`src/rtl/modulo_conversor_bcd_rolhas.sv`:
```
// Sequential binary-to-BCD converter (shift-add-3) for the stopper count path,
// with start/busy/done handshake and optional saturation above MAX_VAL.
module modulo_conversor_bcd_rolhas #(
  parameter int WIDTH   = 7,
  parameter int DIGITS  = 3,
  parameter int MAX_VAL = 99,
  parameter int SAT     = 1
) (
  input  logic                  clk,
  input  logic                  reset,
  input  logic                  start,
  input  logic [WIDTH-1:0]      int_in,
  output logic                  busy,
  output logic                  done,
  output logic [4*DIGITS-1:0]   s,
  output logic                  ovf
);

  localparam int CW = $clog2(WIDTH) + 1;
  localparam int BW = 4 * DIGITS;
  localparam logic [CW-1:0] CNT_LAST = CW'(WIDTH - 1);
  localparam logic [32:0]   MAX_U    = 33'(MAX_VAL);

  typedef enum logic [1:0] {
    IDLE  = 2'd0,
    SHIFT = 2'd1,
    DONE  = 2'd2
  } state_t;

  state_t              state_q, state_d;
  logic [WIDTH-1:0]    sr_q, sr_d;
  logic [BW-1:0]       acc_q, acc_d;
  logic [CW-1:0]       cnt_q, cnt_d;
  logic                ovf_next_q, ovf_next_d;
  logic [BW-1:0]       s_q, s_d;
  logic                ovf_q, ovf_d;

  logic                over_s;
  logic [BW+WIDTH-1:0] shifted_s;

  // Digits are corrected independently: a digit never carries into its neighbour.
  function automatic logic [BW-1:0] add3(input logic [BW-1:0] a);
    logic [BW-1:0] r;
    r = a;
    for (int k = 0; k < DIGITS; k++) begin
      if (a[4*k +: 4] >= 4'd5) begin
        r[4*k +: 4] = a[4*k +: 4] + 4'd3;
      end else begin
        r[4*k +: 4] = a[4*k +: 4];
      end
    end
    return r;
  endfunction

  // Next-state, datapath and result-capture logic
  always_comb begin
    state_d    = state_q;
    sr_d       = sr_q;
    acc_d      = acc_q;
    cnt_d      = cnt_q;
    ovf_next_d = ovf_next_q;
    s_d        = s_q;
    ovf_d      = ovf_q;
    over_s     = ({{(33-WIDTH){1'b0}}, int_in} > MAX_U);
    shifted_s  = {add3(acc_q), sr_q} << 1;

    case (state_q)
      // DONE accepts a new start so back-to-back conversions take WIDTH+1 cycles
      IDLE, DONE: begin
        if (start) begin
          if ((SAT != 0) && over_s) begin
            sr_d = MAX_U[WIDTH-1:0];
          end else begin
            sr_d = int_in;
          end
          ovf_next_d = over_s;
          acc_d      = '0;
          cnt_d      = '0;
          state_d    = SHIFT;
        end else begin
          state_d = IDLE;
        end
      end
      SHIFT: begin
        acc_d = shifted_s[BW+WIDTH-1:WIDTH];
        sr_d  = shifted_s[WIDTH-1:0];
        cnt_d = cnt_q + CW'(1);
        if (cnt_q == CNT_LAST) begin
          state_d = DONE;
          s_d     = shifted_s[BW+WIDTH-1:WIDTH];
          ovf_d   = ovf_next_q;
        end else begin
          state_d = SHIFT;
        end
      end
      default: begin
        state_d = IDLE;
      end
    endcase
  end

  // State and datapath registers
  always_ff @(posedge clk) begin
    if (reset) begin
      state_q    <= IDLE;
      sr_q       <= '0;
      acc_q      <= '0;
      cnt_q      <= '0;
      ovf_next_q <= 1'b0;
      s_q        <= '0;
      ovf_q      <= 1'b0;
    end else begin
      state_q    <= state_d;
      sr_q       <= sr_d;
      acc_q      <= acc_d;
      cnt_q      <= cnt_d;
      ovf_next_q <= ovf_next_d;
      s_q        <= s_d;
      ovf_q      <= ovf_d;
    end
  end

  assign busy = (state_q != IDLE);
  assign done = (state_q == DONE);
  assign s    = s_q;
  assign ovf  = ovf_q;

endmodule

```
`config.mk`:
```
export PLATFORM = sky130hd
export DESIGN_NAME = modulo_conversor_bcd_rolhas
export DESIGN_NICKNAME = d
export VERILOG_FILES = /design/src/rtl/modulo_conversor_bcd_rolhas.sv
export SDC_FILE = /design/constraint.sdc
export NUM_CORES = 1
export LEC_CHECK = 0
export ABC_CLOCK_PERIOD_IN_PS = 2250
export CORE_AREA = 2 2 55 82
export CTS_BUF_LIST = sky130_fd_sc_hd__clkbuf_8
export DETAILED_ROUTE_END_ITERATION = 16
export DIE_AREA = 0 0 57 84
export MAX_ROUTING_LAYER = met4
export PLACE_DENSITY = 0.63
export SYNTH_ARGS = -nofsm -noshare
export SYNTH_HDL_FRONTEND = slang
export SYNTH_SLANG_ARGS = --single-unit
```
`constraint.sdc`:
```
create_clock -name clk -period 2.25 [get_ports clk]
set_clock_uncertainty 0.15 [all_clocks]
set_input_delay 0.3375 -clock clk [delete_from_list [all_inputs] [get_ports clk]]
set_output_delay 0.3375 -clock clk [all_outputs]
set_load 0.02 [all_outputs]
```
==> impl_summary.log, run 1 <==
[metrics] count of final hold-check violations: 0
[metrics] terminating pin of the worst hold path: sr_q[4]$_SDFFE_PP0P_
[metrics] synthesized net count: 220
[metrics] Avg Inst Size Synth: 8.765 um^2
[metrics] total leakage power: 0.0007257 uW
[metrics] CP max stage cell: clkdlybuf4s50_1
[metrics] setup violators final: 0
[metrics] most common cell after layout, fill and taps aside: dfxtp_1
[metrics] vias per cell: 5.442
[metrics] clock buffers created by TritonCTS: 5
[metrics] clock latency reported for the late side of the worst-skew pair: 0.29 ns
[metrics] synthesis-to-finish area growth: 21.06%
[metrics] total routing usage reported by global routing: 16.95%
[metrics] IO Pins: 25
[metrics] maximum number of pins on one net before global-route repair: 26
[metrics] total die area: 4788 um^2
[metrics] drt first-iter violations: 46
[metrics] CTS Sinks: 39
[metrics] antenna cells: 0
[metrics] number of storage elements in the synthesis netlist: 39
[metrics] final wirelength: 3834 um
[metrics] actual slew at the worst max-slew pin: 0.4944 ns
[metrics] number of unique standard cell types used by synthesis: 33
[metrics] result of the run: finished, final reports clean
[metrics] internal reg-to-reg setup slack: 0.45 ns
[metrics] worst min-delay path class: register to register
[metrics] # resized after CTS: 0
[metrics] max_cap viols: 0
[metrics] global-route wire length before repair: 6265 um
[metrics] CP Capture Type: output pin
[metrics] worst-case headroom to the max-slew limit: 67.00%
[metrics] worst min-delay path startpoint: sr_q[3]$_SDFFE_PP0P_
[metrics] total gr overflow: 0
[metrics] number of antenna violations at the first check in global routing: 0
[metrics] sequential-to-total area share from yosys stat: 44.10%
[metrics] min Tclk post-route: 1.980 ns
[metrics] count of input and output buffers: 24
[metrics] buffer cell driving the clock tree root: clkbuf_8
[metrics] Critical R2R Capture: s[8]$_SDFFE_PP0P_
[metrics] starting density of the core: 42.80%
[metrics] setup repair after global routing missed its margin: false
[metrics] startpoint of the lowest-slack register-to-register path: cnt_q[0]$_SDFFE_PP0P_
[metrics] startpoint kind of the worst setup timing path: register
[metrics] vias in the first global route: 1385
[metrics] count of hold buffers inserted by post-cts repair: 0
[metrics] Arr. time, crit path: 1.49 ns
[metrics] period utilization: 88.01%
[metrics] crit path max fanout: 6
[metrics] Warnings, synthesis: 0
[metrics] Crit path largest cell delay: 0.53 ns
[metrics] number of fill cells: 409
[metrics] Highest Clock Rate: 0.5050 GHz
[metrics] utilization of the core after routing: 51.81%
[metrics] Sum Neg Setup Slack: 0 ns
[metrics] final count of pins violating max slew: 0
[metrics] Core Rows: 29
[metrics] highest-count cells in the layout ignoring fill and taps: dfxtp_1, a21oi_1, clkdlybuf4s50_1
[metrics] area used by multi-input combinational logic: 893.4 um^2
[metrics] total setup buffers inserted after CTS: 0
[metrics] Required @ worst endpoint: 1.76 ns
[metrics] final cell count without fillers: 274
[metrics] number of standard cells after synthesis: 202
[metrics] # H-tree levels: 2
[metrics] final net count: 245
[metrics] worst hold path cell count: 2
[metrics] Die Span X: 57 um
[metrics] maximum vdd drop: 0.0005810 V
[metrics] clk buf depth: 2
[metrics] DRC violations left: 0
[metrics] FF+latch area: 780.7 um^2
[metrics] Cells after DPL: 266
[metrics] average wire per cell in the routed design: 13.99 um
[metrics] type of the worst setup path: register to output pin
[metrics] Critical Path, Cell by Cell: or2_2 > clkdlybuf4s50_1
[metrics] Pwr Total: 1307 uW
[metrics] fraction of layout instances using a drive strength above 1: 9.211%
[metrics] TritonCTS clock tree: yes
[metrics] Post-Syn Area: 1770 um^2
[metrics] Fin Hold WS: 0.3108 ns
[metrics] sum of buffers and inverters on the critical path: 1
[metrics] count of TritonRoute iterations in the first routing pass: 4
[metrics] height of the chip: 84 um
[metrics] Worst Reg2Reg Path Length in Cells: 7
[metrics] routability-driven placement congestion ratio: 0.7708
[metrics] placeable core area: 4136 um^2
[metrics] HPWL after detailed placement: 2711 um
[metrics] overall via count from detail_route: 1491
[metrics] clock slew at reported path FFs: 0.08 ns
[metrics] Top delay family on crit path: buffers and inverters
[metrics] power density over the cells: 610.0 nW/um^2
[metrics] antenna violation net count after detailed routing: 0
[how the worst max path moves through the flow]
stage | startpoint | endpoint | cells after the start
2_1_floorplan | acc_q[4]$_SDFFE_PP0P_ | s[6]$_SDFFE_PP0P_ | 6
6_report | state_q[0]$_SDFF_PP0_ | busy | 2
3_5_place_dp | start | sr_q[3]$_SDFFE_PP0P_ | 5
5_1_grt | state_q[0]$_SDFF_PP0_ | busy | 2
4_1_cts | state_q[0]$_SDFF_PP0_ | busy | 2
3_3_place_gp | start | sr_q[4]$_SDFFE_PP0P_ | 5
[final cells by class]
cell class / instances / share of cell area [%]
multi-input combinational: 142 / 41.68
sequential: 39 / 36.43
timing repair buffer: 31 / 13.66
clock buffer: 5 / 3.211
tap: 46 / 2.685
inverter: 8 / 1.401
clock inverter: 3 / 0.9340
[registers in the layout (all words and copies together), names as in the netlist]
| signal | cells |
|---|---|
| ovf_next_q | 1 |
| ovf | 1 |
| s | 12 |
| state_q | 2 |
| acc_q | 12 |
| cnt_q | 4 |
| sr_q | 7 |
[stage by stage]
step | worst slack (ns) | cell area [um^2]
final | 0.2697 | 2143
after CTS | 0.2534 | 2143
after global placement | 0.4325 | 2054
after floorplan | 0.6389 | 1770
after detailed placement | 0.3878 | 2054
after global routing | 0.2093 | 2143
[worst min-delay path: stages (launching register included)]
cell and delay (ns):
dfxtp_1 0.32, nand2_1 0.05, a21oi_1 0.05
[cells by family (layout without fill, tap and decap cells)]
logic type      after synthesis  in the layout  synth area share (%)
fa+ha+maj                     8              8                 5.654
mux                           5              5                 3.039
flops                        39             39                 44.10
simple gates                 70             70                 21.84
xor+xnor                      3              3                 1.484
buf+inv                      21             47                 5.442
compound gates               56             56                 18.45
[Yosys cell counts, drive strengths merged]
cell type	number	area (um^2)
a211oi	5	37.54
a21oi	25	125.1
a22oi	6	45.04
and2b	1	7.510
buf	7	43.79
clkbuf	6	22.52
dfxtp	39	780.8
ha	8	100.1
inv	8	30.03
mux2	3	33.78
mux2i	2	20.02
nand2	7	26.28
nand2b	12	75.07
nand3	4	20.02
nand3b	1	7.510
nand4	1	6.260
nand4b	3	26.28
nor2	17	68.81
nor2b	2	12.51
nor3	7	35.03
nor3b	6	45.04
nor4	1	6.260
o21ai	8	40.03
o22ai	11	68.82
o311a	1	10.01
or2	2	12.52
or3	6	37.54
xnor2	3	26.28
[power breakdown]
group,internal (uW),switching [uW]
combinational,50.1,68.3
sequential,704,10.6
clock,216,258
[metal layers]
layer  track usage, %  routed length, um  vias up
met5                -                  0        -
met2            28.84               1955       26
met1            19.34               1725      694
met3            3.721                105        4
li1                 -                  -      767
met4            5.708                 46        0
Power figures use the tool's default switching activity.
==> inputs of run 2 (changes only) <==
Settings changed: ABC_CLOCK_PERIOD_IN_PS 2250 to 2100.
Clock period 2.25 ns to 2.1 ns, I/O delays scaled along.
==> impl_summary.log, run 2 (synthesis gave the netlist of run 1 again) <==
[metrics] placeable core area: 4136 um^2 (unchanged)
[metrics] total routing usage reported by global routing: 17.29% (was 16.95%)
[metrics] Arr. time, crit path: 1.49 ns (about the same)
[metrics] TritonCTS clock tree: yes (unchanged)
[metrics] highest-count cells in the layout ignoring fill and taps: dfxtp_1, a21oi_1, clkdlybuf4s50_1 (unchanged)
[metrics] buffer cell driving the clock tree root: clkbuf_8 (unchanged)
[metrics] starting density of the core: 42.80% (unchanged)
[metrics] count of TritonRoute iterations in the first routing pass: 4 (unchanged)
[metrics] number of fill cells: 404 (was 409)
[metrics] drt first-iter violations: 31 (was 46)
[metrics] final net count: 246 (was 245)
[metrics] vias per cell: 5.491 (was 5.442)
[metrics] highest-utilization routing layer at the global route stage: met2 (unchanged)
[metrics] result of the run: finished, final reports clean (unchanged)
[metrics] Required @ worst endpoint: 1.63 ns (was 1.76 ns)
[metrics] total gr overflow: 0 (unchanged)
[metrics] # resized after CTS: 0 (unchanged)
[metrics] net load switching power: 337.1 uW (was 337.3 uW)
[metrics] total leakage power: 0.0007409 uW (was 0.0007257 uW)
[metrics] count of final hold-check violations: 0 (unchanged)
[metrics] met2 routing resource usage after global routing: 31.03% (was 28.84%)
[metrics] clk buf depth: 2 (unchanged)
[metrics] Internal Power: 1033 uW (was 970.2 uW)
[metrics] Die Span X: 57 um (unchanged)
[metrics] DRC violations left: 0 (unchanged)
[metrics] global-route track usage on met1: 18.05% (was 19.34%)
[metrics] internal reg-to-reg setup slack: 0.31 ns (was 0.45 ns)
[metrics] count of hold buffers inserted by post-cts repair: 0 (unchanged)
[metrics] startpoint kind of the worst setup timing path: register (unchanged)
[metrics] total setup buffers inserted after CTS: 0 (unchanged)
[metrics] setup slack after layout: 0.1410 ns (was 0.2697 ns)
[metrics] IO Pins: 25 (unchanged)
[metrics] global-route wire length before repair: 6382 um (was 6265 um)
[metrics] utilization of the core after routing: 51.81% (unchanged)
[metrics] fraction of layout instances using a drive strength above 1: 8.734% (was 9.211%)
[metrics] CP Capture Type: output pin (unchanged)
[metrics] min Tclk post-route: 1.959 ns
[metrics] Sum Neg Setup Slack: 0 ns (unchanged)
[metrics] setup repair after global routing missed its margin: false (unchanged)
[metrics] height of the chip: 84 um (unchanged)
[metrics] GR Util met3: 3.256% (was 3.721%)
[metrics] most common cell after layout, fill and taps aside: dfxtp_1 (unchanged)
[metrics] crit path max fanout: 6 (unchanged)
[metrics] actual slew at the worst max-slew pin: 0.5031 ns (was 0.4944 ns)
[metrics] average wire per cell in the routed design: 13.65 um (was 13.99 um)
[metrics] vias in the first global route: 1427 (was 1385)
[metrics] Highest Clock Rate: 0.5105 GHz
[metrics] count of input and output buffers: 24 (unchanged)
[metrics] max_cap viols: 0 (unchanged)
[metrics] Core Rows: 29 (unchanged)
[metrics] antenna violation net count after detailed routing: 0 (unchanged)
[metrics] maximum vdd drop: 0.0004946 V (was 0.0005810 V)
[metrics] Pwr Total: 1370 uW (was 1307 uW)
[metrics] FF+latch area: 780.7 um^2 (unchanged)
[metrics] clock slew at reported path FFs: 0.08 ns (about the same)
[metrics] clock buffers created by TritonCTS: 5 (unchanged)
[metrics] Clk network pwr share: 34.8% (was 36.3%)
[metrics] part of the power in combinational logic: 9.3% (was 9.1%)
[metrics] number of antenna violations at the first check in global routing: 0 (unchanged)
[metrics] worst-case headroom to the max-slew limit: 66.43% (was 67.00%)
[metrics] post-place setup slack: 0.2513 ns (was 0.3878 ns)
[metrics] CTS Sinks: 39 (unchanged)
[metrics] period utilization: 93.29%
[metrics] final wirelength: 3753 um (was 3834 um)
[metrics] setup violators final: 0 (unchanged)
[metrics] switching fraction of total power: 24.61% (was 25.80%)
[metrics] worst min-delay path class: register to register (unchanged)
[metrics] HPWL after detailed placement: 2708 um (was 2711 um)
[metrics] clock latency reported for the late side of the worst-skew pair: 0.29 ns (about the same)
[metrics] register share of total power: 55.9% (was 54.7%)
[metrics] type of the worst setup path: register to output pin (unchanged)
[metrics] # H-tree levels: 2 (unchanged)
[metrics] area used by multi-input combinational logic: 893.4 um^2 (unchanged)
[metrics] final count of pins violating max slew: 0 (unchanged)
[metrics] total die area: 4788 um^2 (unchanged)
[metrics] routability-driven placement congestion ratio: 0.8508 (was 0.7708)
[metrics] maximum number of pins on one net before global-route repair: 18 (was 26)
[metrics] power density over the cells: 639.2 nW/um^2 (was 610.0 nW/um^2)
[metrics] synthesis-to-finish area growth: 21.06% (unchanged)
[metrics] placed cell areas: 2062 um^2 (was 2054 um^2)
[metrics] overall via count from detail_route: 1510 (was 1491)
[metrics] final design area excluding fillers: 2143 um^2 (unchanged)
[metrics] antenna cells: 0 (unchanged)
==> run 2: final cells by class <==
class / count / area share (%)
multi-input combinational: 142 / 41.68
sequential: 39 / 36.43
timing repair buffer: 32 / 14.01
clock buffer: 5 / 3.211
tap: 46 / 2.685
inverter: 8 / 1.401
clock inverter: 3 / 0.5838
==> run 2: layer usage <==
metal / routed length, um / up-vias
li1: - / 773
met1: 1565 / 705
met4: 65 / 0
met3: 96 / 6
met5: 0 / -
met2: 2026 / 26
==> run 2: per-stage QoR <==
step	hold slack [ns]	cells
finish	0.3074	275
global route	0.3307	275
CTS	0.3043	275
detailed placement	0.2928	267
global placement	0.2927	267
floorplan	0.2824	202
==> run 2: final timing paths <==
path,from,endpoint,cells past startpoint
worst min-delay path,sr_q[3]$_SDFFE_PP0P_,sr_q[4]$_SDFFE_PP0P_,2
worst max-delay path,state_q[0]$_SDFF_PP0_,busy,2
worst max register to register,acc_q[5]$_SDFFE_PP0P_,s[6]$_SDFFE_PP0P_,6
worst min register to register,sr_q[3]$_SDFFE_PP0P_,sr_q[4]$_SDFFE_PP0P_,2
==> run 2: power groups by stage <==
stage	Sequential [uW]	Clock, uW	Combinational, uW
after floorplan	780	0	82.6
after global placement	783	0	128
after detailed placement	783	0	128
after CTS	766	491	128
after global routing	768	520	140
final	766	477	127
==> run 2: critical path: stages (launching register included) <==
cell and delay [ns]:
dfxtp_1 0.36, or2_2 0.31, clkdlybuf4s50_1 0.53
